<file path="src/rtl/exe_stage_if.sv">
// Purpose : ID/EX -> EX/MEM signal bundle for the execute stage (operands, control, results).
// Latency : none, wires only.
// Backpress: stall_o travels upstream from the stage to hold ID/EX and earlier stages.
//
// Ports / modports:
//   slave  - the execute stage: consumes the ID/EX fields, drives the EX/MEM fields and stall_o.
//   master - the upstream/downstream environment: drives the ID/EX fields, observes the rest.
interface exe_stage_if;
    // ID/EX side
    logic        in_valid;
    logic        RegDst_in;
    logic        ALUsrc_in;
    logic        Write_reg_mux_in;
    logic        Memwrite_in;
    logic        RegWrite_in;
    logic [1:0]  ALUOp_in;
    logic [31:0] Read_data_1_in;
    logic [31:0] Read_data_2_in;
    logic [31:0] imm_ext_in;
    logic [4:0]  rt_in;
    logic [4:0]  rd_in;

    // Upstream hold request
    logic        stall_o;

    // EX/MEM side
    logic        valid_out;
    logic [31:0] alu_result_out;
    logic [31:0] write_data_out;
    logic [4:0]  write_reg_out;
    logic        Write_reg_mux_out;
    logic        Memwrite_out;
    logic        RegWrite_out;
    logic        zero_out;

    modport slave (
        input  in_valid, RegDst_in, ALUsrc_in, Write_reg_mux_in, Memwrite_in, RegWrite_in,
        input  ALUOp_in, Read_data_1_in, Read_data_2_in, imm_ext_in, rt_in, rd_in,
        output stall_o,
        output valid_out, alu_result_out, write_data_out, write_reg_out,
        output Write_reg_mux_out, Memwrite_out, RegWrite_out, zero_out
    );

    modport master (
        output in_valid, RegDst_in, ALUsrc_in, Write_reg_mux_in, Memwrite_in, RegWrite_in,
        output ALUOp_in, Read_data_1_in, Read_data_2_in, imm_ext_in, rt_in, rd_in,
        input  stall_o,
        input  valid_out, alu_result_out, write_data_out, write_reg_out,
        input  Write_reg_mux_out, Memwrite_out, RegWrite_out, zero_out
    );
endinterface

</file>
<file path="src/rtl/exe_stage.sv">
// Purpose : pipeline execute stage; add/sub/or in one cycle, 32-bit shift-add multiply (low word).
// Latency : 1 edge for add/sub/or; 33 edges from acceptance for mul (32 MUL iterations).
// Backpress: stall_o holds ID/EX while a mul is being accepted or iterated; drops on the last iteration.
//
// Ports:
//   clk - clock, all state on rising edge
//   rst - synchronous active-high reset, overrides everything (aborts a multiply)
//   ex  - exe_stage_if.slave: ID/EX operands/control in, EX/MEM results/control out, stall_o up
module exe_stage (
    input  logic        clk,
    input  logic        rst,
    exe_stage_if.slave  ex
);

    typedef enum logic {
        IDLE = 1'b0,
        MUL  = 1'b1
    } state_t;

    localparam logic [1:0] OP_ADD = 2'b00;
    localparam logic [1:0] OP_SUB = 2'b01;
    localparam logic [1:0] OP_OR  = 2'b10;
    localparam logic [1:0] OP_MUL = 2'b11;

    localparam logic [4:0] CNT_LAST = 5'd31;

    // ------------------------------------------------------------------
    // FSM and multiplier state
    // ------------------------------------------------------------------
    state_t      state;
    logic [4:0]  cnt;
    logic [31:0] acc;
    logic [31:0] mcand;
    logic [31:0] mplier;

    // Control and destination captured at mul acceptance; the ID/EX
    // inputs are only guaranteed stable, not consumed, while iterating.
    logic        l_wr_mux;
    logic        l_memwrite;
    logic        l_regwrite;
    logic [4:0]  l_write_reg;
    logic [31:0] l_write_data;

    // ------------------------------------------------------------------
    // Operand / destination selection
    // ------------------------------------------------------------------
    logic [31:0] op_a;
    logic [31:0] op_b;
    logic [4:0]  dest;
    logic        is_mul;

    assign op_a   = ex.Read_data_1_in;
    assign op_b   = ex.ALUsrc_in ? ex.imm_ext_in : ex.Read_data_2_in;
    assign dest   = ex.RegDst_in ? ex.rd_in : ex.rt_in;
    assign is_mul = ex.in_valid && (ex.ALUOp_in == OP_MUL);

    // ------------------------------------------------------------------
    // Single-cycle ALU (mul is handled by the iterative datapath)
    // ------------------------------------------------------------------
    logic [31:0] alu_comb;

    always_comb begin
        alu_comb = 32'd0;
        case (ex.ALUOp_in)
            OP_ADD:  alu_comb = op_a + op_b;
            OP_SUB:  alu_comb = op_a - op_b;
            OP_OR:   alu_comb = op_a | op_b;
            default: alu_comb = 32'd0;
        endcase
    end

    // Accumulator value after this cycle's iteration; on the last
    // iteration this is the product that goes straight to EX/MEM.
    logic [31:0] acc_step;

    assign acc_step = acc + (mplier[0] ? mcand : 32'd0);

    // ------------------------------------------------------------------
    // Upstream hold: the accepting cycle of a mul stalls too, so the
    // mul stays in ID/EX until its final iteration; on cnt==31 the stall
    // drops so ID/EX advances on the same edge that emits the product.
    // ------------------------------------------------------------------
    logic stall_comb;

    always_comb begin
        stall_comb = 1'b0;
        if (!rst) begin
            case (state)
                IDLE:    stall_comb = is_mul;
                MUL:     stall_comb = (cnt != CNT_LAST);
                default: stall_comb = 1'b0;
            endcase
        end
    end

    assign ex.stall_o = stall_comb;

    // ------------------------------------------------------------------
    // Sequential: FSM, multiplier iteration, EX/MEM register
    // ------------------------------------------------------------------
    always_ff @(posedge clk) begin
        if (rst) begin
            state                <= IDLE;
            cnt                  <= 5'd0;
            acc                  <= 32'd0;
            mcand                <= 32'd0;
            mplier               <= 32'd0;
            l_wr_mux             <= 1'b0;
            l_memwrite           <= 1'b0;
            l_regwrite           <= 1'b0;
            l_write_reg          <= 5'd0;
            l_write_data         <= 32'd0;
            ex.valid_out         <= 1'b0;
            ex.alu_result_out    <= 32'd0;
            ex.write_data_out    <= 32'd0;
            ex.write_reg_out     <= 5'd0;
            ex.Write_reg_mux_out <= 1'b0;
            ex.Memwrite_out      <= 1'b0;
            ex.RegWrite_out      <= 1'b0;
            ex.zero_out          <= 1'b0;
        end else begin
            case (state)
                IDLE: begin
                    if (!ex.in_valid) begin
                        // Bubble: only the side-effecting controls matter downstream.
                        ex.valid_out    <= 1'b0;
                        ex.RegWrite_out <= 1'b0;
                        ex.Memwrite_out <= 1'b0;
                    end else if (is_mul) begin
                        state        <= MUL;
                        cnt          <= 5'd0;
                        acc          <= 32'd0;
                        mcand        <= op_a;
                        mplier       <= op_b;
                        l_wr_mux     <= ex.Write_reg_mux_in;
                        l_memwrite   <= ex.Memwrite_in;
                        l_regwrite   <= ex.RegWrite_in;
                        l_write_reg  <= dest;
                        l_write_data <= ex.Read_data_2_in;
                        ex.valid_out    <= 1'b0;
                        ex.RegWrite_out <= 1'b0;
                        ex.Memwrite_out <= 1'b0;
                    end else begin
                        ex.valid_out         <= 1'b1;
                        ex.alu_result_out    <= alu_comb;
                        ex.zero_out          <= (alu_comb == 32'd0);
                        ex.write_data_out    <= ex.Read_data_2_in;
                        ex.write_reg_out     <= dest;
                        ex.Write_reg_mux_out <= ex.Write_reg_mux_in;
                        ex.Memwrite_out      <= ex.Memwrite_in;
                        ex.RegWrite_out      <= ex.RegWrite_in;
                    end
                end

                MUL: begin
                    acc    <= acc_step;
                    mcand  <= {mcand[30:0], 1'b0};
                    mplier <= {1'b0, mplier[31:1]};
                    cnt    <= cnt + 5'd1;

                    if (cnt == CNT_LAST) begin
                        state                <= IDLE;
                        ex.valid_out         <= 1'b1;
                        ex.alu_result_out    <= acc_step;
                        ex.zero_out          <= (acc_step == 32'd0);
                        ex.write_data_out    <= l_write_data;
                        ex.write_reg_out     <= l_write_reg;
                        ex.Write_reg_mux_out <= l_wr_mux;
                        ex.Memwrite_out      <= l_memwrite;
                        ex.RegWrite_out      <= l_regwrite;
                    end else begin
                        // EX/MEM carries a bubble for every iteration but the last.
                        ex.valid_out    <= 1'b0;
                        ex.RegWrite_out <= 1'b0;
                        ex.Memwrite_out <= 1'b0;
                    end
                end

                default: begin
                    state        <= IDLE;
                    ex.valid_out <= 1'b0;
                end
            endcase
        end
    end

endmodule

</file>
<file path="src/flat_wrapper.sv">
// flat-port wrapper written by rule: the top's interface ports become plain ports
module exe_stage_flat 
  (clk, rst, ex_in_valid, ex_RegDst_in, ex_ALUsrc_in, ex_Write_reg_mux_in, ex_Memwrite_in, ex_RegWrite_in, ex_ALUOp_in, ex_Read_data_1_in, ex_Read_data_2_in, ex_imm_ext_in, ex_rt_in, ex_rd_in, ex_stall_o, ex_valid_out, ex_alu_result_out, ex_write_data_out, ex_write_reg_out, ex_Write_reg_mux_out, ex_Memwrite_out, ex_RegWrite_out, ex_zero_out);
  exe_stage_if ex_i ();
  input  logic clk;
  input  logic rst;
  input wire logic [$bits(ex_i.in_valid)-1:0] ex_in_valid;
  input wire logic [$bits(ex_i.RegDst_in)-1:0] ex_RegDst_in;
  input wire logic [$bits(ex_i.ALUsrc_in)-1:0] ex_ALUsrc_in;
  input wire logic [$bits(ex_i.Write_reg_mux_in)-1:0] ex_Write_reg_mux_in;
  input wire logic [$bits(ex_i.Memwrite_in)-1:0] ex_Memwrite_in;
  input wire logic [$bits(ex_i.RegWrite_in)-1:0] ex_RegWrite_in;
  input wire logic [$bits(ex_i.ALUOp_in)-1:0] ex_ALUOp_in;
  input wire logic [$bits(ex_i.Read_data_1_in)-1:0] ex_Read_data_1_in;
  input wire logic [$bits(ex_i.Read_data_2_in)-1:0] ex_Read_data_2_in;
  input wire logic [$bits(ex_i.imm_ext_in)-1:0] ex_imm_ext_in;
  input wire logic [$bits(ex_i.rt_in)-1:0] ex_rt_in;
  input wire logic [$bits(ex_i.rd_in)-1:0] ex_rd_in;
  output wire logic [$bits(ex_i.stall_o)-1:0] ex_stall_o;
  output wire logic [$bits(ex_i.valid_out)-1:0] ex_valid_out;
  output wire logic [$bits(ex_i.alu_result_out)-1:0] ex_alu_result_out;
  output wire logic [$bits(ex_i.write_data_out)-1:0] ex_write_data_out;
  output wire logic [$bits(ex_i.write_reg_out)-1:0] ex_write_reg_out;
  output wire logic [$bits(ex_i.Write_reg_mux_out)-1:0] ex_Write_reg_mux_out;
  output wire logic [$bits(ex_i.Memwrite_out)-1:0] ex_Memwrite_out;
  output wire logic [$bits(ex_i.RegWrite_out)-1:0] ex_RegWrite_out;
  output wire logic [$bits(ex_i.zero_out)-1:0] ex_zero_out;
  assign ex_i.in_valid = ex_in_valid;
  assign ex_i.RegDst_in = ex_RegDst_in;
  assign ex_i.ALUsrc_in = ex_ALUsrc_in;
  assign ex_i.Write_reg_mux_in = ex_Write_reg_mux_in;
  assign ex_i.Memwrite_in = ex_Memwrite_in;
  assign ex_i.RegWrite_in = ex_RegWrite_in;
  assign ex_i.ALUOp_in = ex_ALUOp_in;
  assign ex_i.Read_data_1_in = ex_Read_data_1_in;
  assign ex_i.Read_data_2_in = ex_Read_data_2_in;
  assign ex_i.imm_ext_in = ex_imm_ext_in;
  assign ex_i.rt_in = ex_rt_in;
  assign ex_i.rd_in = ex_rd_in;
  assign ex_stall_o = ex_i.stall_o;
  assign ex_valid_out = ex_i.valid_out;
  assign ex_alu_result_out = ex_i.alu_result_out;
  assign ex_write_data_out = ex_i.write_data_out;
  assign ex_write_reg_out = ex_i.write_reg_out;
  assign ex_Write_reg_mux_out = ex_i.Write_reg_mux_out;
  assign ex_Memwrite_out = ex_i.Memwrite_out;
  assign ex_RegWrite_out = ex_i.RegWrite_out;
  assign ex_zero_out = ex_i.zero_out;
  exe_stage u_core (.clk(clk), .rst(rst), .ex(ex_i));
endmodule
</file>
<file path="config.mk">
export PLATFORM = sky130hd
export DESIGN_NAME = exe_stage_flat
export DESIGN_NICKNAME = d
export VERILOG_FILES = /design/src/rtl/exe_stage_if.sv /design/src/rtl/exe_stage.sv /design/src/flat_wrapper.sv
export SDC_FILE = /design/constraint.sdc
export NUM_CORES = 1
export LEC_CHECK = 0
export BUFFER_PORTS_ARGS = -buffer_cell sky130_fd_sc_hd__clkbuf_2
export CORE_MARGIN = 1
export CORE_UTILIZATION = 35
export DETAILED_ROUTE_END_ITERATION = 8
export PLACE_DENSITY = 0.53
export SLEW_MARGIN = 0
export SYNTH_ARGS = -nofsm -noshare
export SYNTH_HDL_FRONTEND = slang
export SYNTH_SLANG_ARGS = --single-unit
</file>
<file path="constraint.sdc">
create_clock -name clk -period 12.7 [get_ports clk]
set_input_delay 1.27 -clock clk [delete_from_list [all_inputs] [get_ports clk]]
set_output_delay 1.27 -clock clk [all_outputs]
set_load 0.02 [all_outputs]
</file>
; After elaboration in Yosys (flattened, before gate mapping)
; Cells that the tools add are included.
[classes]
mux = 54
n_bitwise = 2
add_sub_neg = 4
n_eq_ne = 9
n_reduce_logical = 7
[op_table]
columns = operator, n
row1 = $mux 32, 14
row2 = $pmux 32 s2, 5
row3 = $pmux 32 s3, 1
row4 = $add 32x32->32, 2
row5 = $logic_not 32->1, 2
row6 = $or 32x32->32, 1
row7 = $sub 32x32->32, 1
row8 = $mux 5, 6
row9 = $pmux 5 s2, 2
row10 = $mux 1, 19
row11 = $pmux 1 s2, 7
row12 = $ne 2x2->1 const B, 3
row13 = $reduce_and 3->1, 2
row14 = $add 5x1->5 const B, 1
row15 = $eq 5x5->1 const B, 1
row16 = $ne 5x5->1 const B, 1
row17 = $eq 2x2->1 const B, 2
row18 = $eq 2x1->1 const B, 1
row19 = $logic_not 2->1, 1
row20 = $ne 2x1->1 const B, 1
row21 = $reduce_and 2->1, 1
row22 = $logic_and 1x1->1, 1
row23 = $not 1->1, 1
[totals]
register_bits = 216

; Logic depth before layout (Yosys ltp)
[depth]
word_depth = 7
depth_mapped = 28
ltp_nobuf = 23

; Worst setup path before layout
; No wires, ideal clock.
[synth_timing]
path_type = input port to flip-flop
startpoint = in ex_ALUsrc_in
endpoint = reg u_core.ex.zero_out
path_slack_ps = 5676
cell_stages = 28
n_path_buf = 5
required_ps = 12627
setup_time_ps = 73
arrival_time_ps = 6951
cell_sequence = buf_4 buf_6 buf_6 buf_2 buf_2 mux2i_1 ha_1 o21ai_0 nand3b_1 or3_1 nor3_2 nor3b_2 nand2_1 nor2_1 a21oi_1 xor2_1 ha_1 or3_1 o21bai_1 a41o_1 or3_1 nor3_1 nor2_1 mux2i_1 a311o_1 a311oi_1 nand2b_1 o211ai_2
[synth_between]
elab_chain_cells = 7
elab_cells_between_ends = 9
cone_classes = add/sub: 2 / mux: 5 / bitwise: 1 / reduce/logical: 1
[synth_lines]
columns = element, line
row1 = from (decl), flat_wrapper.sv:9  ; input wire logic [$bits(ex_i.ALUsrc_in)-1:0] ex_ALUsrc_in;
row2 = $mux 32 (*), exe_stage.sv:53  ; assign op_b = ex.ALUsrc_in ? ex.imm_ext_in : ex.Read_data_2_in;
row3 = $sub 32x32->32 (tied with other cells), exe_stage.sv:66  ; OP_SUB: alu_comb = op_a - op_b;
row4 = $pmux 32 s3 (*), exe_stage.sv:64  ; case (ex.ALUOp_in)
row5 = $logic_not 32->1 (*), exe_stage.sv:146  ; ex.zero_out <= (alu_comb == 32'd0);
row6 = $mux 1 (*), exe_stage.sv:129  ; end else if (is_mul) begin
row7 = $mux 1 (*), exe_stage.sv:124  ; if (!ex.in_valid) begin
row8 = $pmux 1 s2 (*), exe_stage.sv:122  ; case (state)
row9 = to (signal assigned), exe_stage.sv:146
row10 = to (signal assigned), exe_stage.sv:165  ; ex.zero_out <= (acc_step == 32'd0);
row11 = to (decl), exe_stage_if.sv:41  ; output Write_reg_mux_out, Memwrite_out, RegWrite_out, zero_out
; Every way passes the cells marked *; elsewhere a longest branch is shown, timed or not. The select of a mux whose other input is x is not followed.
; A chain may end at the register's enable or synchronous reset.

; Worst setup path in the final report
; Ends and elaborated chain as after synthesis.

==> flow_metrics.env <==
export IMPL_vias_per_cell=5.63
export IMPL_die_x_um=203
export IMPL_dpl_instance_area_mm2=0.0154
export IMPL_crit_path_max_fanout=48
export IMPL_dr_pass1_iters=5
export IMPL_rr_worst_depth=15
export IMPL_cts_repair_resized=0
export IMPL_cp_slowest_stage_delay_ns=0.53
export IMPL_p_per_area_mw_per_mm2=123
export IMPL_synth_compound_area_frac=0.267
export IMPL_register_area_mm2=0.00433
export IMPL_synthesis_nets=2042
export IMPL_grt_pass1_wl_um=79400
export IMPL_diodes=0
export IMPL_dieArea_mm2=0.0413
export IMPL_cts_buffers=26
export IMPL_place_ws_ns=5.05
export IMPL_gp_congestion=0.900
export IMPL_synth_fa_ha_area_frac=0.0610
export IMPL_ios=191
export IMPL_grt_remaining_overflow=0
export IMPL_fin_skew_ns=0.0116
export IMPL_synth_async_reset_ratio=0
export IMPL_worstSetupStartpointType="input pin"
export IMPL_avgSynthCellArea_um2=7.63
export IMPL_num_vias=14200
export IMPL_min_path_cells=2
export IMPL_drc=0
export IMPL_ys_ff_latch=216
export IMPL_cp_data_arrival_time_ns=7.62
export IMPL_power_mw=2.00
export IMPL_nNetsFinal=2156
export IMPL_tns_ns=0
export IMPL_row_count=73
export IMPL_grt_usage=0.246
export IMPL_crit_required_ns=13.18
export IMPL_drv_cap=0
export IMPL_clockBufferDepth=3
export IMPL_end_kind="register"
export IMPL_synthCells=1858
export IMPL_mostFrequentLayoutCells="270 x nor2_1, 229 x a21oi_1, 215 x dfxtp_1"
export IMPL_cts_root_buf="clkbuf_16"
export IMPL_post_drt_wl_per_cell_um=20.5
export IMPL_ys_seq_area_frac=0.305
export IMPL_max_freq_mhz=140
export IMPL_clkTransAtPathRegs_ns=0.06
export IMPL_worst_slew_pin_slew_ns=1.22
export IMPL_synth_edf_count=0
export IMPL_multiInputGateArea_mm2=0.00924
export IMPL_period_minus_slack_ns=7.14
export IMPL_grt_setup_unrepaired="no"
export IMPL_drive_above_1_share=0.155
export IMPL_clk_latency_ns=0.56
export IMPL_path_class="input pin to register"
export IMPL_finalSetupViolations=0
export IMPL_initial_core_util=0.356
export IMPL_fin_area_mm2=0.0163
export IMPL_layout_commonest_cell="nor2_1"
export IMPL_synth_xor_area_frac=0.0414
export IMPL_synthFlopType="dfxtp_1"
export IMPL_fillers=4260
export IMPL_syn_area_mm2=0.0142
export IMPL_ys_warn_count=0
export IMPL_fin_crit_sh=0.562
export IMPL_cts_hold_buf=0
export IMPL_dp_hpwl_um=38300
export IMPL_slew_limit_headroom=0.190
export IMPL_clkSinkCount=216
export IMPL_cts_setup_buffers=0
export IMPL_p_leak_nw=6.70
export IMPL_syn_to_final_growth_pct=15.1
export IMPL_drt_iter0_markers=1131
export IMPL_ant_nets=0
export IMPL_drv_slew=0
export IMPL_muxShareOfSynthArea=0.0601
export IMPL_synth_cell_type_count=85
export IMPL_hold_viol=0
export IMPL_io_buffers=190
export IMPL_slowest_stage="buf_4"
export IMPL_cts_tree="built"
export IMPL_dieHeight_um=203
export IMPL_h_tree_depth=1
export IMPL_setup_ws_ns=5.56
export IMPL_hold_class="register to register"
export IMPL_ir_drop_mv=0.107
export IMPL_wl_um=51600
export IMPL_synth_top_family_by_area="compound AO/OA/AOI/OAI gates"
export IMPL_antenna_found_initial=0
export IMPL_grt_max_degree=104
export IMPL_first_global_vias=13200
export IMPL_synth_simple_gate_area_frac=0.220
export IMPL_status="finished clean"
export IMPL_design_core_area_mm2=0.0398
Yosys cell counts (all sizes together), types with 4 or more instances:
| cell | instances | area share |
|---|---|---|
| nand2 | 209 | 0.055 |
| nor3b | 10 | 0.0060 |
| o31ai | 7 | 0.0048 |
| mux2i | 69 | 0.049 |
| xor2 | 23 | 0.014 |
| clkbuf | 94 | 0.026 |
| o21bai | 5 | 0.0026 |
| a31oi | 12 | 0.0053 |
| inv | 32 | 0.0085 |
| a21o | 27 | 0.014 |
| nor2b | 11 | 0.0049 |
| or2 | 4 | 0.0018 |
| a211o | 5 | 0.0031 |
| a2111oi | 5 | 0.0035 |
| o211ai | 20 | 0.011 |
| nand4 | 12 | 0.0053 |
| a21oi | 232 | 0.082 |
| mux2 | 14 | 0.011 |
| ha | 66 | 0.058 |
| and2 | 36 | 0.016 |
| dfxtp | 216 | 0.30 |
| a22oi | 8 | 0.0042 |
| o2111ai | 5 | 0.0031 |
| nor3 | 39 | 0.015 |
| nor2 | 271 | 0.072 |
| nor4 | 11 | 0.0064 |
| buf | 29 | 0.011 |
| o21ai | 67 | 0.024 |
| xnor2 | 44 | 0.027 |
| o22ai | 9 | 0.0040 |
| a31o | 6 | 0.0037 |
| o31a | 7 | 0.0044 |
| a22o | 31 | 0.019 |
| a211oi | 85 | 0.045 |
| nand2b | 10 | 0.0044 |
| a21boi | 6 | 0.0032 |
| or3 | 8 | 0.0035 |
| nand3b | 4 | 0.0021 |
| nand3 | 31 | 0.011 |
| o21a | 16 | 0.0085 |
| and3 | 14 | 0.0062 |
| and4 | 6 | 0.0037 |
layer usage:
metal	wire length, um	track usage	share of wire
met5	0	0	0
met2	23700	0.403	0.46
met1	24600	0.350	0.48
met3	2520	0.0222	0.049
met4	801	0.0475	0.016
logic make-up (layout without fill, tap and decap cells):
| logic type | after synthesis | count (layout) |
|---|---|---|
| multiplexers | 83 | 83 |
| AND/OR/NAND/NOR | 687 | 687 |
| XOR/XNOR | 67 | 67 |
| adder cells (fa/ha/maj) | 68 | 68 |
| AO/OA/AOI/OAI | 582 | 582 |
| flip-flops | 216 | 216 |
| buffers and inverters | 155 | 289 |
power breakdown:
part | internal [mW] | total, mW | switching [mW]
registers | 0.712 | 0.735 | 0.0229
logic | 0.178 | 0.511 | 0.333
clock network | 0.437 | 0.757 | 0.320
total | 1.33 | 2.00 | 0.675
critical path: cells and delay by family:
kind / cells / cell delay (ns)
AO/OA/AOI/OAI: 6 / 1.38
adder cells (fa/ha/maj): 2 / 0.66
buffers and inverters: 3 / 0.71
AND/OR/NAND/NOR: 12 / 2.90
multiplexers: 1 / 0.44
XOR/XNOR: 1 / 0.19
path summary, 6_finish.rpt:
kind                                              from                                         to  slack [ns]
max                                       ex_ALUsrc_in            u_core.ex.zero_out$_SDFFE_PP0P_        5.56
min          u_core.ex.alu_result_out[17]$_SDFFE_PP0P_  u_core.ex.alu_result_out[17]$_SDFFE_PP0P_        0.45
max reg2reg              u_core.mplier[0]$_SDFFE_PP0P_            u_core.ex.zero_out$_SDFFE_PP0P_        8.21
min reg2reg  u_core.ex.alu_result_out[17]$_SDFFE_PP0P_  u_core.ex.alu_result_out[17]$_SDFFE_PP0P_        0.45
layout make-up:
cell class,count,share of cell area
inverters,32,0.00736
repair buffers,209,0.0674
clock inverters,10,0.00721
multi-input cells,1487,0.566
flip-flops and latches,216,0.265
clock buffers,38,0.0463
well taps,525,0.0402
stage by stage:
stage	util	cells	hold WS (ns)
final	0.410	2517	0.452
after global routing	0.410	2517	0.470
after CTS	0.410	2517	0.454
after detailed placement	0.388	2469	0.445
after global placement	0.388	2469	0.444
after floorplan	-	1858	0.432
Note: power is estimated with default switching activity, not from simulation.
